--- config.mk ---
export PLATFORM = sky130hd
export DESIGN_NAME = apb_master_err
export DESIGN_NICKNAME = d
export VERILOG_FILES = /design/src/rtl/apb_pkg.sv /design/src/rtl/apb_wait_timer.sv /design/src/rtl/apb_master_err.sv
export SDC_FILE = /design/constraint.sdc
export NUM_CORES = 1
export LEC_CHECK = 0
export ABC_AREA = 1
export CAP_MARGIN = 20
export CORE_ASPECT_RATIO = 0.7
export CORE_UTILIZATION = 45
export DETAILED_ROUTE_END_ITERATION = 6
export PLACE_DENSITY = 0.85
export SETUP_SLACK_MARGIN = 0.15
export SYNTH_ARGS = -nofsm -noshare
export SYNTH_HDL_FRONTEND = slang
export SYNTH_SLANG_ARGS = --single-unit
export TNS_END_PERCENT = 5
--- constraint.sdc ---
create_clock -name i_pclk -period 4 [get_ports i_pclk]
set_input_delay 0.4 -clock i_pclk [delete_from_list [all_inputs] [get_ports i_pclk]]
set_output_delay 0.4 -clock i_pclk [all_outputs]
set_load 0.02 [all_outputs]
--- src/rtl/apb_pkg.sv ---
// ----------------------------------------------------------------------------
// apb_pkg
// Shared APB definitions for the requester and the 8-bit, 16-entry slave.
//   - state_t      : requester transfer phase (IDLE, SETUP, ACCESS)
//   - APB_ADDR_W   : default address width
//   - APB_DATA_W   : default data width
//   - APB_TIMEOUT  : default ACCESS stall limit in cycles (0 = never abort)
// ----------------------------------------------------------------------------
package apb_pkg;

    localparam int APB_ADDR_W  = 32;
    localparam int APB_DATA_W  = 8;
    localparam int APB_TIMEOUT = 16;

    typedef enum logic [1:0] {
        IDLE   = 2'd0,
        SETUP  = 2'd1,
        ACCESS = 2'd2
    } state_t;

endpackage : apb_pkg

--- src/rtl/apb_wait_timer.sv ---
// ----------------------------------------------------------------------------
// apb_wait_timer
// Saturating wait-state counter. The owner clears it, then enables it once
// per stalled cycle; o_expired flags the last cycle before the limit.
//   i_pclk     : clock
//   i_presetn  : asynchronous active-low reset (count returns to 0)
//   i_clear    : synchronous clear, wins over i_enable
//   i_enable   : count this cycle
//   o_expired  : count == TIMEOUT-1 (never set when TIMEOUT == 0)
// ----------------------------------------------------------------------------
module apb_wait_timer #(
    parameter int TIMEOUT = 16
) (
    input  logic i_pclk,
    input  logic i_presetn,
    input  logic i_clear,
    input  logic i_enable,
    output logic o_expired
);

    // A zero TIMEOUT still needs a legal one-bit register.
    localparam int CW = (TIMEOUT > 0) ? $clog2(TIMEOUT + 1) : 1;
    localparam logic [CW-1:0] LAST = (TIMEOUT > 0) ? CW'(TIMEOUT - 1) : '0;
    localparam logic [CW-1:0] MAX  = (TIMEOUT > 0) ? CW'(TIMEOUT) : '0;

    logic [CW-1:0] r_count;

    // Counting stops at MAX so the value never wraps back to a small number.
    always_ff @(posedge i_pclk or negedge i_presetn) begin
        if (!i_presetn) begin
            r_count <= '0;
        end else if (i_clear) begin
            r_count <= '0;
        end else if (i_enable && (r_count != MAX)) begin
            r_count <= r_count + 1'b1;
        end
    end

    assign o_expired = (TIMEOUT > 0) && (r_count == LAST);

endmodule : apb_wait_timer

--- src/rtl/apb_master_err.sv ---
// ----------------------------------------------------------------------------
// apb_master_err
// APB requester: turns one command at a time into a SETUP/ACCESS transfer,
// returns read data and slave error, and aborts transfers that stall.
//   i_pclk, i_presetn            : clock, asynchronous active-low reset
//   i_cmd_valid / o_cmd_ready    : command handshake (ready only in IDLE)
//   i_cmd_write, i_cmd_addr,
//   i_cmd_wdata                  : command fields
//   o_rsp_valid                  : one-cycle response pulse
//   o_rsp_rdata, o_rsp_err,
//   o_rsp_timeout                : response fields
//   o_paddr, o_psel, o_penable,
//   o_pwrite, o_pwdata           : APB request side
//   i_prdata, i_pready, i_pslverr: APB completion side
// All outputs come straight from registers.
// ----------------------------------------------------------------------------
module apb_master_err
    import apb_pkg::*;
#(
    parameter int ADDR_W  = APB_ADDR_W,
    parameter int DATA_W  = APB_DATA_W,
    parameter int TIMEOUT = APB_TIMEOUT
) (
    input  logic              i_pclk,
    input  logic              i_presetn,
    input  logic              i_cmd_valid,
    output logic              o_cmd_ready,
    input  logic              i_cmd_write,
    input  logic [ADDR_W-1:0] i_cmd_addr,
    input  logic [DATA_W-1:0] i_cmd_wdata,
    output logic              o_rsp_valid,
    output logic [DATA_W-1:0] o_rsp_rdata,
    output logic              o_rsp_err,
    output logic              o_rsp_timeout,
    output logic [ADDR_W-1:0] o_paddr,
    output logic              o_psel,
    output logic              o_penable,
    output logic              o_pwrite,
    output logic [DATA_W-1:0] o_pwdata,
    input  logic [DATA_W-1:0] i_prdata,
    input  logic              i_pready,
    input  logic              i_pslverr
);

    state_t            r_state;
    logic              r_cmd_ready;
    logic              r_rsp_valid;
    logic [DATA_W-1:0] r_rsp_rdata;
    logic              r_rsp_err;
    logic              r_rsp_timeout;
    logic [ADDR_W-1:0] r_paddr;
    logic              r_psel;
    logic              r_penable;
    logic              r_pwrite;
    logic [DATA_W-1:0] r_pwdata;

    logic w_clear;
    logic w_enable;
    logic w_expired;

    // The timer restarts during SETUP so ACCESS always begins at zero, and
    // it only advances on cycles the slave is stalling.
    assign w_clear  = (r_state == SETUP);
    assign w_enable = (r_state == ACCESS) && !i_pready;

    apb_wait_timer #(
        .TIMEOUT (TIMEOUT)
    ) u_wait_timer (
        .i_pclk    (i_pclk),
        .i_presetn (i_presetn),
        .i_clear   (w_clear),
        .i_enable  (w_enable),
        .o_expired (w_expired)
    );

    // Transfer FSM. pready is checked before the timeout so a slave that
    // answers on the last allowed cycle still completes normally. The
    // address/direction/data registers are left alone in IDLE.
    always_ff @(posedge i_pclk or negedge i_presetn) begin
        if (!i_presetn) begin
            r_state       <= IDLE;
            r_cmd_ready   <= 1'b1;
            r_rsp_valid   <= 1'b0;
            r_rsp_rdata   <= '0;
            r_rsp_err     <= 1'b0;
            r_rsp_timeout <= 1'b0;
            r_paddr       <= '0;
            r_psel        <= 1'b0;
            r_penable     <= 1'b0;
            r_pwrite      <= 1'b0;
            r_pwdata      <= '0;
        end else begin
            r_rsp_valid <= 1'b0;
            case (r_state)
                IDLE: begin
                    if (i_cmd_valid) begin
                        r_paddr     <= i_cmd_addr;
                        r_pwrite    <= i_cmd_write;
                        r_pwdata    <= i_cmd_wdata;
                        r_psel      <= 1'b1;
                        r_cmd_ready <= 1'b0;
                        r_state     <= SETUP;
                    end
                end
                SETUP: begin
                    r_penable <= 1'b1;
                    r_state   <= ACCESS;
                end
                ACCESS: begin
                    if (i_pready) begin
                        r_rsp_valid   <= 1'b1;
                        r_rsp_err     <= i_pslverr;
                        r_rsp_timeout <= 1'b0;
                        r_rsp_rdata   <= (!r_pwrite && !i_pslverr) ? i_prdata : '0;
                        r_psel        <= 1'b0;
                        r_penable     <= 1'b0;
                        r_cmd_ready   <= 1'b1;
                        r_state       <= IDLE;
                    end else if (w_expired) begin
                        r_rsp_valid   <= 1'b1;
                        r_rsp_err     <= 1'b1;
                        r_rsp_timeout <= 1'b1;
                        r_rsp_rdata   <= '0;
                        r_psel        <= 1'b0;
                        r_penable     <= 1'b0;
                        r_cmd_ready   <= 1'b1;
                        r_state       <= IDLE;
                    end
                end
                default: begin
                    r_psel      <= 1'b0;
                    r_penable   <= 1'b0;
                    r_cmd_ready <= 1'b1;
                    r_state     <= IDLE;
                end
            endcase
        end
    end

    assign o_cmd_ready   = r_cmd_ready;
    assign o_rsp_valid   = r_rsp_valid;
    assign o_rsp_rdata   = r_rsp_rdata;
    assign o_rsp_err     = r_rsp_err;
    assign o_rsp_timeout = r_rsp_timeout;
    assign o_paddr       = r_paddr;
    assign o_psel        = r_psel;
    assign o_penable     = r_penable;
    assign o_pwrite      = r_pwrite;
    assign o_pwdata      = r_pwdata;

endmodule : apb_master_err

==> flow_metrics.tcl <==
set metrics [dict create \
    rsz0062_at_grt "false" \
    fp.dieW_um 91.6 \
    maxCapViolCount 0 \
    path_clk_slew_ns 0.07 \
    netlist.area_leader.share 0.604 \
    final_util 0.718 \
    ctsLongestPathBuffers 2 \
    grt_pass1_wl_um 10000 \
    finalCritPeriodShare 0.471 \
    place_congestion 0.795 \
    cts_resized 0 \
    netlist_area_sq_um 2530 \
    antenna_cells 0 \
    synth_area_leaders "dfrtp_1 (60%), nand2_1 (24%), buf_6 (1.8%)" \
    synthMuxAreaShare 0 \
    drt_wl_total_um 5880 \
    regToRegSetupSlack_ns 2.12 \
    syn_nets 344 \
    synth-xor-area-share 0 \
    start_util 0.476 \
    antenna_found_initial 0 \
    drv_slew 0 \
    switching_share 0.394 \
    syn_inst 287 \
    first_global_vias 2153 \
    synth_cell_types 22 \
    synthAdderAreaFrac 0.0148 \
    worstSetupStartpointType "flop" \
    clockPowerShare 0.167 \
    grt_remaining_overflow 0 \
    synth_compound_area_frac 0.0327 \
    r2r-start "r_state[1]" \
    internal-power_mw 1.83 \
    grt_usage 0.224 \
    clk_latency_ns 0.34 \
    crit_arrival_ns 2.14 \
    r2r_end "o_pwrite" \
    yosys_warnings 0 \
    hold_path_class "input pin to async pin" \
    post-dp-hpwl_um 4070 \
    cts_root_buffer "clkbuf_8" \
    nNetsFinal 455 \
    yosys.area.top_type "dfrtp_1" \
    final_common_cell "nand2_1" \
    fmax_mhz 531 \
    cts_made_buffers 9 \
    slew_headroom 0.468 \
    vdd_ir_drop_max_v 0.000375 \
    seq_power_share 0.363 \
    core_sq_um 5310 \
    cts_tree "yes" \
    placed_area_sq_um 3630 \
    fill_cells 391 \
    crit_type "flop to flop" \
    postRouteAntennaNets 0 \
    cp_cell_sequence "nor2_2, nand2_2, inv_4, nand2_1, o21ai_0" \
    leakage_nw 1.89 \
    fin_crit_ns 1.88 \
    drc 0 \
    worst_clock_skew_ns 0.00657 \
    seq_area_frac_synth 0.614 \
    synth_top_family_by_area "simple AND/OR/NAND/NOR gates" \
    status "finished, final reports clean" \
    io_buffers 108 \
    ios 109 \
    net-switching-power_mw 1.19 \
    power_density_nw_per_um2 789 \
    critPathMaxStageDelay_ns 0.53 \
    design_area_sq_um 3820 \
    ys_ff_latch 62 \
    clock_sinks 62 \
    vias 2187 \
    comb_power_share 0.470 \
    dr.pass1.iters 4 \
    tightest_slew_ns 0.795 \
    cp_max_fo 43 \
    cp.required_ns 4.26 \
    die_area_sq_um 5930 \
    syn_area_per_cell_sq_um 8.81 \
    hold_buffers 0 \
    final.setup.tns_ns 0 \
    wl_per_cell_um 12.4 \
    rr_worst_depth 5 \
    row_count 22 \
    setup_violations 0 \
    critical_path.slowest_cell "inv_4" \
    power_mw 3.01 \
    dieHeight_um 64.7 \
    cp-end-kind "flop" \
    h-tree-depth 3 \
    syn_to_final_growth_pct 50.9 \
    drive_above_1_share 0.0695 \
    hold_viol 0 \
    final_cell_mix "nand2_1 (161), clkdlybuf4s50_1 (107), dfrtp_1 (61)" \
    grt_max_degree 63 \
    synth-simple-area-share 0.288 \
    post_cts_buffers 0 \
    first_iter_violations 115 \
    routed_via_density 4.60 \
]
critical path, delay by kind of cell, from the launching register on:
family          cells  cell delay [ns]
simple gates        3             0.72
buf+inv             1             0.53
flops               1             0.43
compound gates      1             0.09
sequential cells by signal, summed over array words and instances, names as in the netlist:
signal,flops
o_paddr,32
o_pwdata,8
o_rsp_rdata,8
u_wait_timer.r_count,5
r_state,2
o_cmd_ready,1
o_penable,1
o_psel,1
o_pwrite,1
o_rsp_err,1
o_rsp_timeout,1
o_rsp_valid,1
synthesized netlist by cell type:
cell type,n
nand2_2,3
o21a_1,1
buf_2,4
o21ai_0,5
nand3_1,8
nand2_1,161
a21oi_4,1
ha_1,3
clkinv_1,1
buf_4,1
dfrtp_1,61
nand4_1,1
inv_4,1
o21ai_2,1
inv_1,10
nor2_2,1
o21ai_1,5
nor2_1,11
inv_2,2
buf_6,4
nor2_4,1
dfstp_2,1
worst max-delay path by stage:
stage | to | cells past startpoint | from
finish | o_pwrite | 5 | r_state[1]
global placement | o_pwrite | 4 | i_cmd_valid
detailed placement | o_pwrite | 5 | i_cmd_valid
global route | o_pwdata[7] | 5 | r_state[1]
CTS | o_pwrite | 5 | r_state[1]
floorplan | o_rsp_rdata[0] | 9 | u_wait_timer.r_count[0]
per-stage QoR:
stage | hold slack (ns) | worst slack, ns | instances
4_1_cts | 0.241 | 2.08 | 475
3_5_place_dp | 0.458 | 1.76 | 459
2_1_floorplan | 0.104 | 2.64 | 287
3_3_place_gp | 0.456 | 1.80 | 459
6_report | 0.214 | 2.12 | 475
5_1_grt | 0.277 | 1.89 | 475
power groups by stage:
| stage | Combinational, mW | Clock, mW | Sequential [mW] |
|---|---|---|---|
| final | 1.42 | 0.503 | 1.09 |
| after global routing | 1.54 | 0.547 | 1.13 |
| after CTS | 1.43 | 0.517 | 1.09 |
| after detailed placement | 1.43 | 0 | 1.09 |
| after global placement | 1.39 | 0 | 1.09 |
| after floorplan | 0.462 | 0 | 1.39 |
routing by layer:
metal  up-vias  GRT usage  share of wire
li1       1096          -              -
met1      1003      0.287           0.45
met2        80      0.343           0.46
met3         8     0.0986          0.079
met4         0     0.0714          0.011
met5         -          0              0
logic make-up after synthesis:
group / Yosys count
AOI/OAI and AO/OA: 13
adders and majority gates: 3
buffers and inverters: 23
DFF: 62
and+or+nand+nor: 186
area by class of cell:
cell class	instances	area, sq um	area share
clock buffer	13	169	0.0443
clock inverter	3	17.5	0.00459
inverter	14	55.1	0.0144
multi-input combinational	202	848	0.222
sequential	62	1550	0.407
tap	72	90.1	0.0236
timing repair buffer	109	1080	0.284
Note: power is estimated with default switching activity, not from simulation.
